**config.mk**
```make
export PLATFORM = sky130hd
export DESIGN_NAME = cix32_alu_writeback
export DESIGN_NICKNAME = d
export VERILOG_FILES = /design/src/rtl/cix32_defines.sv /design/src/rtl/cix32_flag_mask.sv /design/src/rtl/cix32_alu_writeback.sv
export SDC_FILE = /design/constraint.sdc
export NUM_CORES = 1
export LEC_CHECK = 0
export CORE_UTILIZATION = 38
export CTS_CLUSTER_SIZE = 8
export DETAILED_ROUTE_END_ITERATION = 10
export PLACE_DENSITY = 0.82
export SLEW_MARGIN = 20
export SYNTH_ARGS = -nofsm -noshare
export SYNTH_HDL_FRONTEND = slang
export SYNTH_HIERARCHICAL = 1
export SYNTH_SLANG_ARGS = --single-unit
```
**constraint.sdc**
```tcl
create_clock -name clk -period 3.3 [get_ports clk]
set_input_delay 0.66 -clock clk [delete_from_list [all_inputs] [get_ports clk]]
set_output_delay 0.66 -clock clk [all_outputs]
set_load 0.005 [all_outputs]
```
**src/rtl/cix32_defines.sv**
```systemverilog
// Shared CIX-32 definitions: ALU operation codes, flag commands, EFLAGS bit
// positions and the per-operation flag update mask.
package cix32_defines;

  typedef enum logic [4:0] {
    OP_ADD,
    OP_ADC,
    OP_SUB,
    OP_SBB,
    OP_CMP,
    OP_INC,
    OP_DEC,
    OP_AND,
    OP_OR,
    OP_XOR,
    OP_TEST,
    OP_SHL,
    OP_SHR,
    OP_SAR,
    OP_ROL,
    OP_ROR,
    OP_PASS_A,
    OP_PASS_B
  } alu_op_t;

  typedef enum logic [1:0] {
    FC_NONE,
    FC_CLC,
    FC_STC,
    FC_CMC
  } flag_cmd_t;

  localparam int EF_CF = 0;
  localparam int EF_PF = 2;
  localparam int EF_AF = 4;
  localparam int EF_ZF = 6;
  localparam int EF_SF = 7;
  localparam int EF_OF = 11;

  typedef struct packed {
    logic of;
    logic sf;
    logic zf;
    logic af;
    logic pf;
    logic cf;
  } flag_mask_t;

  localparam flag_mask_t FM_NONE  = 6'b000000;
  localparam flag_mask_t FM_ALL   = 6'b111111;
  localparam flag_mask_t FM_NO_CF = 6'b111110;
  localparam flag_mask_t FM_SHIFT = 6'b111011;
  localparam flag_mask_t FM_ROT   = 6'b100001;

  // Logical ops write AF as 0 regardless of what the ALU reports.
  function automatic logic is_logic_op(alu_op_t op);
    return (op == OP_AND) || (op == OP_OR) || (op == OP_XOR) || (op == OP_TEST);
  endfunction

endpackage

```
**src/rtl/cix32_flag_mask.sv**
```systemverilog
// Maps an ALU operation to the set of EFLAGS bits it is allowed to update.
import cix32_defines::*;

module cix32_flag_mask (
  input  alu_op_t    alu_op,
  input  logic       shift_zero,
  output flag_mask_t mask
);

  always_comb begin
    mask = FM_NONE;
    case (alu_op)
      OP_ADD, OP_ADC, OP_SUB, OP_SBB, OP_CMP: mask = FM_ALL;
      OP_INC, OP_DEC:                         mask = FM_NO_CF;
      OP_AND, OP_OR, OP_XOR, OP_TEST:         mask = FM_ALL;
      // A zero shift/rotate count leaves every flag untouched.
      OP_SHL, OP_SHR, OP_SAR:                 mask = shift_zero ? FM_NONE : FM_SHIFT;
      OP_ROL, OP_ROR:                         mask = shift_zero ? FM_NONE : FM_ROT;
      default:                                mask = FM_NONE;
    endcase
  end

endmodule

```
**src/rtl/cix32_alu_writeback.sv**
```systemverilog
// Execute-to-writeback stage: one-entry result register with sub-word merge,
// plus the architectural EFLAGS register and the registered carry feedback.
import cix32_defines::*;

module cix32_alu_writeback #(
  parameter logic [31:0] EFLAGS_RESET = 32'h0000_0002
) (
  input  logic        clk,
  input  logic        rst,
  input  logic        in_valid,
  output logic        in_ready,
  input  alu_op_t     in_op,
  input  logic [31:0] in_result,
  input  logic        in_cf,
  input  logic        in_zf,
  input  logic        in_sf,
  input  logic        in_of,
  input  logic        in_pf,
  input  logic        in_af,
  input  logic        in_is_8bit,
  input  logic        in_is_16bit,
  input  logic        in_shift_zero,
  input  logic        in_wr_reg,
  input  logic [2:0]  in_dest,
  input  logic [31:0] in_dest_old,
  input  flag_cmd_t   flag_cmd,
  output logic        out_valid,
  input  logic        out_ready,
  output logic        out_we,
  output logic [2:0]  out_dest,
  output logic [31:0] out_wdata,
  output logic [31:0] eflags,
  output logic        carry_flag
);

  logic        out_valid_reg;
  logic        wr_reg_reg;
  logic [2:0]  dest_reg;
  logic [31:0] wdata_reg;
  logic [31:0] eflags_reg;
  logic [31:0] eflags_next;
  logic [31:0] merge_data;
  logic        accept;
  flag_mask_t  mask;

  cix32_flag_mask u_flag_mask (
    .alu_op     (in_op),
    .shift_zero (in_shift_zero),
    .mask       (mask)
  );

  assign in_ready = ~out_valid_reg | out_ready;
  assign accept   = in_valid & in_ready;

  // 8-bit wins when both size bits are set.
  always_comb begin
    if (in_is_8bit)
      merge_data = {in_dest_old[31:8], in_result[7:0]};
    else if (in_is_16bit)
      merge_data = {in_dest_old[31:16], in_result[15:0]};
    else
      merge_data = in_result;
  end

  // ALU update first, then the flag command, so CMC acts on the fresh CF.
  always_comb begin
    eflags_next = eflags_reg;
    if (accept) begin
      if (mask.cf) eflags_next[EF_CF] = in_cf;
      if (mask.pf) eflags_next[EF_PF] = in_pf;
      if (mask.af) eflags_next[EF_AF] = in_af & ~is_logic_op(in_op);
      if (mask.zf) eflags_next[EF_ZF] = in_zf;
      if (mask.sf) eflags_next[EF_SF] = in_sf;
      if (mask.of) eflags_next[EF_OF] = in_of;
    end
    case (flag_cmd)
      FC_CLC:  eflags_next[EF_CF] = 1'b0;
      FC_STC:  eflags_next[EF_CF] = 1'b1;
      FC_CMC:  eflags_next[EF_CF] = ~eflags_next[EF_CF];
      default: ;
    endcase
  end

  always_ff @(posedge clk or posedge rst) begin
    if (rst) begin
      out_valid_reg <= 1'b0;
      wr_reg_reg    <= 1'b0;
      dest_reg      <= 3'd0;
      wdata_reg     <= 32'd0;
    end else if (accept) begin
      out_valid_reg <= 1'b1;
      wr_reg_reg    <= in_wr_reg;
      dest_reg      <= in_dest;
      wdata_reg     <= merge_data;
    end else if (out_ready) begin
      out_valid_reg <= 1'b0;
    end
  end

  always_ff @(posedge clk or posedge rst) begin
    if (rst)
      eflags_reg <= EFLAGS_RESET;
    else
      eflags_reg <= eflags_next;
  end

  assign out_valid  = out_valid_reg;
  assign out_we     = out_valid_reg & wr_reg_reg;
  assign out_dest   = dest_reg;
  assign out_wdata  = wdata_reg;
  assign eflags     = eflags_reg;
  assign carry_flag = eflags_reg[EF_CF];

endmodule
```
---- Yosys cells after proc, flatten, opt, wreduce, memory -nomap -nowiden ----
Cells that the tools add are included.
word-level totals
  flip-flop bits (word level) ............. 43
  ROM bits ................................ 0
  latch bits .............................. 0
  input bits .............................. 88
  bits in writable memories ............... 0
  memories ................................ 0
cells by class
  multipliers ............................. 0
  eq/ne operators ......................... 18
  bitwise gates (word level) .............. 7
  div/mod/pow operators ................... 0
  $add $sub $neg .......................... 0
  reduce and logical (&&, ||, !) cells .... 14
  shift operators ......................... 0
  mux-type cells .......................... 10
  $lt $le $gt $ge ......................... 0
operator list
  operator                                                                count
  32-bit two-way mux                                                      2
  5-bit by 4-bit equality test with 1-bit output (second input constant)  8
  6-bit one-hot mux with 4 select lines                                   1
  5-bit by 3-bit equality test with 1-bit output (second input constant)  4
  6-bit two-way mux                                                       2
  5-bit by 2-bit equality test with 1-bit output (second input constant)  2
  2-bit AND reduction                                                     5
  9-bit OR reduction                                                      1
  5-bit by 1-bit equality test with 1-bit output (second input constant)  1
  5-bit zero test                                                         1
  2-bit equality test (second input constant)                             2
  1-bit two-way mux                                                       4
  2-bit OR reduction                                                      2
  1-bit bitwise AND                                                       3
  1-bit logical OR                                                        3
  1-bit inverter                                                          3
  1-bit one-hot mux with 3 select lines                                   1
  3-bit OR reduction                                                      1
  2-bit by 1-bit equality test with 1-bit output (second input constant)  1
  2-bit nonzero test                                                      1
  1-bit OR                                                                1

---- Logic depth before layout (Yosys ltp) ----
Gate-level depths: netlist of the first run.
  depth in word-level cells ............... 7
  mapped depth ............................ 7
  gate-level depth less buffers ........... 6

---- By module ----
The synthesis of the first run kept the hierarchy.
modules (own cells, without submodules)
  module               cells an instance  sequential area each (sq um)  instances  area each (sq um)
  cix32_alu_writeback  192                1076.0                        1          2192.1
  cix32_flag_mask      13                 0.0                           1          96.3

---- Worst setup path before layout of the first run ----
OpenSTA, ideal clock, no wires.
  kind .................................... in2reg
  from .................................... input port in_op[1]
  to ...................................... register eflags_reg[0], in the netlist eflags[0]
  cell stages on the path ................. 6
  arrival time ............................ 1890 ps
  required time ........................... 3221 ps
  path slack .............................. 1331 ps
  cells stage by stage .................... a21o_1 -> and3_4 -> nor4_2 -> a31oi_1 -> a31oi_4 -> mux2i_1
RTL lines
  element               line                        text
  start, declared       cix32_alu_writeback.sv:12   input alu_op_t in_op,
  end signal, assigned  cix32_alu_writeback.sv:104  eflags_reg <= eflags_next;
  end, declared         cix32_alu_writeback.sv:40   logic [31:0] eflags_reg;

---- Final worst setup path of the first run ----
  from .................................... input port out_ready
  to ...................................... output port in_ready
between the ends
  longest elaborated chain between the ends .. 1
ends and longest elaborated chain
  element          line                       text
  start, declared  cix32_alu_writeback.sv:28  input logic out_ready,
  1-bit OR         cix32_alu_writeback.sv:52  assign in_ready = ~out_valid_reg | out_ready;
  end, declared    cix32_alu_writeback.sv:11  output logic in_ready,
Every way passes these cells.

==> impl_metrics.env, run 1 <==
export IMPL_status="completed"
export IMPL_cts_repair_resized=0
export IMPL_min_path_type="register to register"
export IMPL_grt_pass1_vias=1825
export IMPL_ant_nets=0
export IMPL_slew_headroom_pct=40.1
export IMPL_cap_violations=0
export IMPL_grt_max_degree=44
export IMPL_antenna_found_initial=0
export IMPL_viasPerCell=4.58
export IMPL_total_power_mw=1.51
export IMPL_crit_path_end_kind="primary output"
export IMPL_hpwl_mm=4.08
export IMPL_whs_path_depth=1
export IMPL_initial_core_util_pct=40.6
export IMPL_wl_per_cell_um=13.3
export IMPL_cp_max_fo=4
export IMPL_drt_met1_wl_mm=2.02
export IMPL_pwr_share_clk_pct=27.4
export IMPL_power_per_cell_area_mw_per_mm2=429
export IMPL_holdBufCountCts=0
export IMPL_crit_chain="clkdlybuf4s50_1 > nand2b_4 > clkdlybuf4s50_1"
export IMPL_place_congestion=0.703
export IMPL_final_cell_mix="clkdlybuf4s50_1, dfrtp_1, a21oi_1"
export IMPL_wirelength_mm=5.25
export IMPL_vias=1814
export IMPL_coreArea_mm2=0.00564
export IMPL_cts_tree="done"
export IMPL_crit_family="buffers and inverters"
export IMPL_slowest_stage="clkdlybuf4s50_1"
export IMPL_netlist_area_mm2=0.00229
export IMPL_drtIter0Drc=65
export IMPL_cts_sinks=43
export IMPL_grt_usage_pct=16.4
export IMPL_drive_gt1_share_pct=10.5
export IMPL_route_met2_wl_mm=2.68
export IMPL_hold_path_end="eflags[4]$_DFFE_PP0P_"
export IMPL_power_leakage_nw=1.50
export IMPL_ys_seq_area_share_pct=47.0
export IMPL_nets=411
export IMPL_worstReg2RegEnd="out_wdata[24]$_DFFE_PP0N_"
export IMPL_min_period_ns=2.42
export IMPL_syn_avg_cell_area_um2=11.2
export IMPL_n_antenna_cell=0
export IMPL_dr_pass1_iters=4
export IMPL_finalMaxSlewViolations=0
export IMPL_drc=0
export IMPL_nFillCells=492
export IMPL_worst_pin_slew_ns=0.898
export IMPL_die_x_um=79.6
export IMPL_fin_ws_ns=0.883
export IMPL_rrSetupSlack_ns=1.69
export IMPL_intPower_mw=1.15
export IMPL_path_class="primary input to primary output"
export IMPL_synth_ff_latch_count=43
export IMPL_post_cts_buffers=0
export IMPL_rsz0062_at_grt="false"
export IMPL_synth_cell_types=29
export IMPL_grt_remaining_overflow=0
export IMPL_cpPeakStageDelay_ns=0.51
export IMPL_synthCells=205
export IMPL_rr_worst_depth=5
export IMPL_port_buffers=124
export IMPL_highest_layer="met4"
export IMPL_fp_row_count=27
export IMPL_finalHoldViolCount=0
export IMPL_htree_levels=2
export IMPL_cts_root_buf="clkbuf_8"
export IMPL_setup_violations=0
export IMPL_critPathBufInv=2
export IMPL_max_freq_mhz=414
export IMPL_setup_tns_ns=0
export IMPL_largest_register_ffs=32
export IMPL_arrival_ns=1.76
export IMPL_reg2reg_from="out_valid$_DFFE_PP0P_"
export IMPL_cts_inserted_buffers=5
export IMPL_yosys_warnings=6
export IMPL_p_comb_share_pct=29.8
export IMPL_worstHoldStart="eflags[4]$_DFFE_PP0P_"
export IMPL_ioPinCount=159
export IMPL_p_switching_mw=0.363
export IMPL_timing_critical_path_mode_cell="clkdlybuf4s50_1"
export IMPL_grt_pass1_wl_mm=8.07
export IMPL_cts_clk_slew_worst_paths_ns=0.08
export IMPL_die_area_mm2=0.00634
export IMPL_clkLatencyLatePin_ns=0.28
export IMPL_swShare_pct=24.0
export IMPL_layout_commonest_cell="clkdlybuf4s50_1"
export IMPL_clk_path_buf_depth=2
export IMPL_synthToLayoutAreaGrowth_pct=54.1
export IMPL_crit_path_start_kind="primary input"
export IMPL_clock_skew_ns=0.00542
export IMPL_die_h_um=79.6
export IMPL_post_route_period_util_pct=73.2
export IMPL_cp_data_required_time_ns=2.64
export IMPL_route_met3_wl_um=536
export IMPL_p_seq_share_pct=42.9
export IMPL_ir_worst_vdd_uv=294
export IMPL_post_place_ws_ns=0.617
worst max-delay path by stage:
| stage | startpoint | endpoint | slack (ns) | cells past startpoint |
|---|---|---|---|---|
| 2_1_floorplan | in_op[1] | eflags[0]$_DFF_PP0_ | 1.33 | 6 |
| 6_report | out_ready | in_ready | 0.88 | 3 |
| 3_5_place_dp | in_op[1] | eflags[0]$_DFF_PP0_ | 0.62 | 7 |
| 5_1_grt | in_op[1] | eflags[0]$_DFF_PP0_ | 0.81 | 7 |
| 3_3_place_gp | in_op[1] | eflags[0]$_DFF_PP0_ | 0.72 | 7 |
| 4_1_cts | out_ready | in_ready | 0.88 | 3 |
Yosys cell counts:
| library cell | instances | area share, % |
|---|---|---|
| mux2i_1 | 25 | 11 |
| nand4b_1 | 1 | 0.38 |
| o21ai_0 | 1 | 0.22 |
| a31oi_4 | 1 | 0.93 |
| nand3b_1 | 1 | 0.33 |
| dfrtp_1 | 43 | 47 |
| nor2_8 | 1 | 0.87 |
| nand2b_4 | 1 | 0.60 |
| nor4bb_1 | 1 | 0.44 |
| inv_1 | 3 | 0.49 |
| nor2_1 | 25 | 4.1 |
| and2_1 | 1 | 0.27 |
| a31oi_1 | 1 | 0.27 |
| and3_4 | 1 | 0.49 |
| mux2_4 | 4 | 2.6 |
| buf_4 | 31 | 10 |
| nand2_1 | 7 | 1.1 |
| buf_2 | 1 | 0.22 |
| and2_4 | 1 | 0.38 |
| nor4_2 | 1 | 0.55 |
| and4bb_2 | 1 | 0.55 |
| a21oi_1 | 27 | 5.9 |
| buf_6 | 7 | 3.4 |
| a21o_1 | 1 | 0.33 |
| nand3_1 | 2 | 0.44 |
| conb_1 | 2 | 0.33 |
| o2bb2ai_1 | 1 | 0.38 |
| mux2_2 | 12 | 5.9 |
| nand2b_1 | 1 | 0.27 |
per-layer routing:
metal | GRT usage (%) | vias to the layer above
li1 | - | 878
met1 | 17.6 | 844
met2 | 30.3 | 90
met3 | 5.49 | 2
met4 | 4.36 | 0
met5 | 0 | -
power by group through the flow:
stage	Sequential, mW	Clock (mW)	Combinational, mW
6_report	0.649	0.414	0.450
5_1_grt	0.660	0.445	0.489
4_1_cts	0.650	0.431	0.457
3_5_place_dp	0.659	0	0.455
3_3_place_gp	0.655	0	0.445
2_1_floorplan	0.664	0	0.190
kinds of logic (layout without fill, tap and decap cells):
logic type             after synthesis  after routing  share of synthesized area, %
muxes                               41             41                          19.5
other                                2             26                         0.328
AOI/OAI and AO/OA                   32             32                          8.04
buffers and inverters               42            137                          14.3
DFF                                 43             43                          47.0
and+or+nand+nor                     45             45                          10.8
per-stage QoR:
step           hold WS, ns  utilization [%]  instance area, µm²  std cells
2_1_floorplan        0.472                -                2380        229
3_3_place_gp         0.479             60.4                3410        388
3_5_place_dp         0.489             60.4                3410        388
4_1_cts              0.509             62.5                3530        396
5_1_grt              0.527             62.5                3530        396
6_report             0.500             62.5                3530        396
final cells by class:
| type | instances | area (µm²) | share of cell area [%] |
|---|---|---|---|
| Clock inverter | 2 | 35.0 | 0.994 |
| Sequential cell | 43 | 1080 | 30.5 |
| Multi-Input combinational cell | 144 | 975 | 27.6 |
| Inverter | 3 | 11.3 | 0.319 |
| Timing Repair Buffer | 126 | 1260 | 35.6 |
| Clock buffer | 6 | 82.6 | 2.34 |
| Tap cell | 72 | 90.1 | 2.56 |
(Power assumes the default switching activity.)
==> run 2, diff against run 1 <==
- CORE_UTILIZATION: 38 -> 35
- PLACE_DENSITY: 0.82 -> 0.76
- clock period: 3.3 -> 2.3 ns (I/O delays scaled with it)
==> run 2 against run 1 <==
Effect of this change:
- first-iteration DRC count down 40%
- design area is 1.9% higher
- critical endpoint unchanged
- combinational power rose by 45%
- sequential power is 43% higher
- clock skew grew 0.0024 ns
- largest power group unchanged
- total power is 50% higher
- final cell count grew 2.8%
- count of clock-buffer cells in the layout is the same
- core utilization down 5.6 points
==> impl_metrics.env, run 2 (same netlist as run 1, synthesis figures left out) <==
export IMPL_status="completed"
export IMPL_ioPinCount=159
export IMPL_crit_chain="clkdlybuf4s50_1 > nand2b_4 > clkdlybuf4s50_1"
export IMPL_nFillCells=552
export IMPL_cts_inserted_buffers=5
export IMPL_cts_tree="done"
export IMPL_drc=0
export IMPL_wl_per_cell_um=12.6
export IMPL_cap_violations=0
export IMPL_final_core_util_pct=56.9
export IMPL_cp_max_fo=4
export IMPL_antenna_found_initial=0
export IMPL_power_leakage_nw=1.53
export IMPL_grt_usage_pct=15.6
export IMPL_p_comb_share_pct=28.8
export IMPL_cp_data_required_time_ns=1.84
export IMPL_p_seq_share_pct=41.0
export IMPL_crit_family="buffers and inverters"
export IMPL_intPower_mw=1.74
export IMPL_coreArea_mm2=0.00631
export IMPL_finalMaxSlewViolations=0
export IMPL_die_area_mm2=0.00687
export IMPL_p_switching_mw=0.525
export IMPL_power_per_cell_area_mw_per_mm2=631
export IMPL_pwr_share_clk_pct=30.2
export IMPL_stdcell_area_mm2=0.00359
export IMPL_htree_levels=2
export IMPL_crit_path_start_kind="primary input"
export IMPL_drtIter0Drc=39
export IMPL_max_freq_mhz=498
export IMPL_path_class="primary input to primary output"
export IMPL_initial_core_util_pct=36.2
export IMPL_setup_tns_ns=0
export IMPL_post_route_period_util_pct=87.4
export IMPL_cts_clk_slew_worst_paths_ns=0.08
export IMPL_dpl_instance_area_mm2=0.00346
export IMPL_die_x_um=82.9
export IMPL_drive_gt1_share_pct=11.8
export IMPL_die_h_um=82.9
export IMPL_finalHoldViolCount=0
export IMPL_fin_ws_ns=0.291
export IMPL_min_period_ns=2.01
export IMPL_setup_violations=0
export IMPL_place_congestion=0.796
export IMPL_grt_max_degree=28
export IMPL_timing_critical_path_mode_cell="clkdlybuf4s50_1"
export IMPL_rsz0062_at_grt="false"
export IMPL_dr_pass1_iters=4
export IMPL_arrival_ns=1.55
export IMPL_final_cell_mix="clkdlybuf4s50_1, dfrtp_1, a21oi_1"
export IMPL_clock_skew_ns=0.00782
export IMPL_final_seq_area_mm2=0.00108
export IMPL_slew_headroom_pct=66.1
export IMPL_grt_pass1_vias=1928
export IMPL_clkLatencyLatePin_ns=0.29
export IMPL_dpl_cell_count=399
export IMPL_stdcell_count=407
export IMPL_synthToLayoutAreaGrowth_pct=57.0
export IMPL_holdBufCountCts=0
export IMPL_fp_row_count=29
export IMPL_whs_ns=0.493
export IMPL_n_antenna_cell=0
export IMPL_post_cts_buffers=0
export IMPL_total_power_mw=2.27
export IMPL_largest_register_ffs=32
export IMPL_grt_pass1_wl_mm=8.70
export IMPL_slowest_stage="clkdlybuf4s50_1"
export IMPL_grt_remaining_overflow=0
export IMPL_vias=1832
export IMPL_cts_repair_resized=0
export IMPL_cts_root_buf="clkbuf_8"
export IMPL_cts_sinks=43
export IMPL_cpPeakStageDelay_ns=0.50
export IMPL_swShare_pct=23.2
export IMPL_hpwl_mm=4.06
export IMPL_port_buffers=124
export IMPL_layout_commonest_cell="clkdlybuf4s50_1"
export IMPL_worst_pin_slew_ns=0.508
export IMPL_ant_nets=0
export IMPL_min_path_type="register to register"
export IMPL_wirelength_mm=5.14
export IMPL_crit_path_end_kind="primary output"
export IMPL_nets=417
export IMPL_post_place_ws_ns=0.0490
export IMPL_critPathBufInv=2
export IMPL_viasPerCell=4.50
export IMPL_multi_input_area_um2=975
export IMPL_ir_worst_vdd_uv=362
export IMPL_clk_path_buf_depth=2
[run 2: cell count changes in the layout (fill, tap and decap cells not counted)]
cell       previous run  this run
clkbuf_8              6         5
bufinv_16             1         2
clkinv_2              1         0
buf_4                 2         8
clkbuf_1              0         1
[run 2: cell type report]
cell class | count | share of cell area (%)
Tap cell | 77 | 2.68
Clock inverter | 2 | 1.67
Clock buffer | 6 | 2.02
Sequential cell | 43 | 30.0
Multi-Input combinational cell | 144 | 27.1
Inverter | 3 | 0.313
Timing Repair Buffer | 132 | 36.2
[run 2: power groups by stage]
stage	Sequential, mW	Combinational [mW]	Clock (mW)
after floorplan	0.952	0.272	0
after global placement	0.940	0.646	0
after detailed placement	0.945	0.661	0
after CTS	0.932	0.662	0.709
after global routing	0.948	0.709	0.739
final	0.930	0.651	0.684
[run 2: worst paths after layout]
kind / cells after the start / slack (ns) / startpoint / to
min in group asynchronous: 2 / 0.51 / rst / out_wdata[3]$_DFFE_PP0N_
hold / removal: 1 / 0.49 / eflags[4]$_DFFE_PP0P_ / eflags[4]$_DFFE_PP0P_
hold reg to reg: 1 / 0.49 / eflags[4]$_DFFE_PP0P_ / eflags[4]$_DFFE_PP0P_
setup reg to reg: 5 / 0.80 / out_valid$_DFFE_PP0P_ / out_wdata[20]$_DFFE_PP0N_
setup / recovery: 3 / 0.29 / out_ready / in_ready
max in group asynchronous: 3 / 1.24 / rst / eflags[6]$_DFFE_PP0P_
[run 2: worst register-to-register path, stage by stage (launching register included)]
cell	delay, ns
dfrtp_1	0.43
nand2b_4	0.10
and2_4	0.38
buf_4	0.33
nor2_1	0.07
a21oi_1	0.12
[run 2: layer usage]
| layer | wire, µm | up-vias | part of all wire, % | global-route usage, % |
|---|---|---|---|---|
| met2 | 2550 | 93 | 50 | 26.8 |
| met5 | 0 | - | 0 | 0 |
| met1 | 1960 | 845 | 38 | 17.7 |
| li1 | - | 886 | - | - |
| met4 | 65 | 0 | 1.3 | 4.70 |
| met3 | 564 | 8 | 11 | 6.36 |
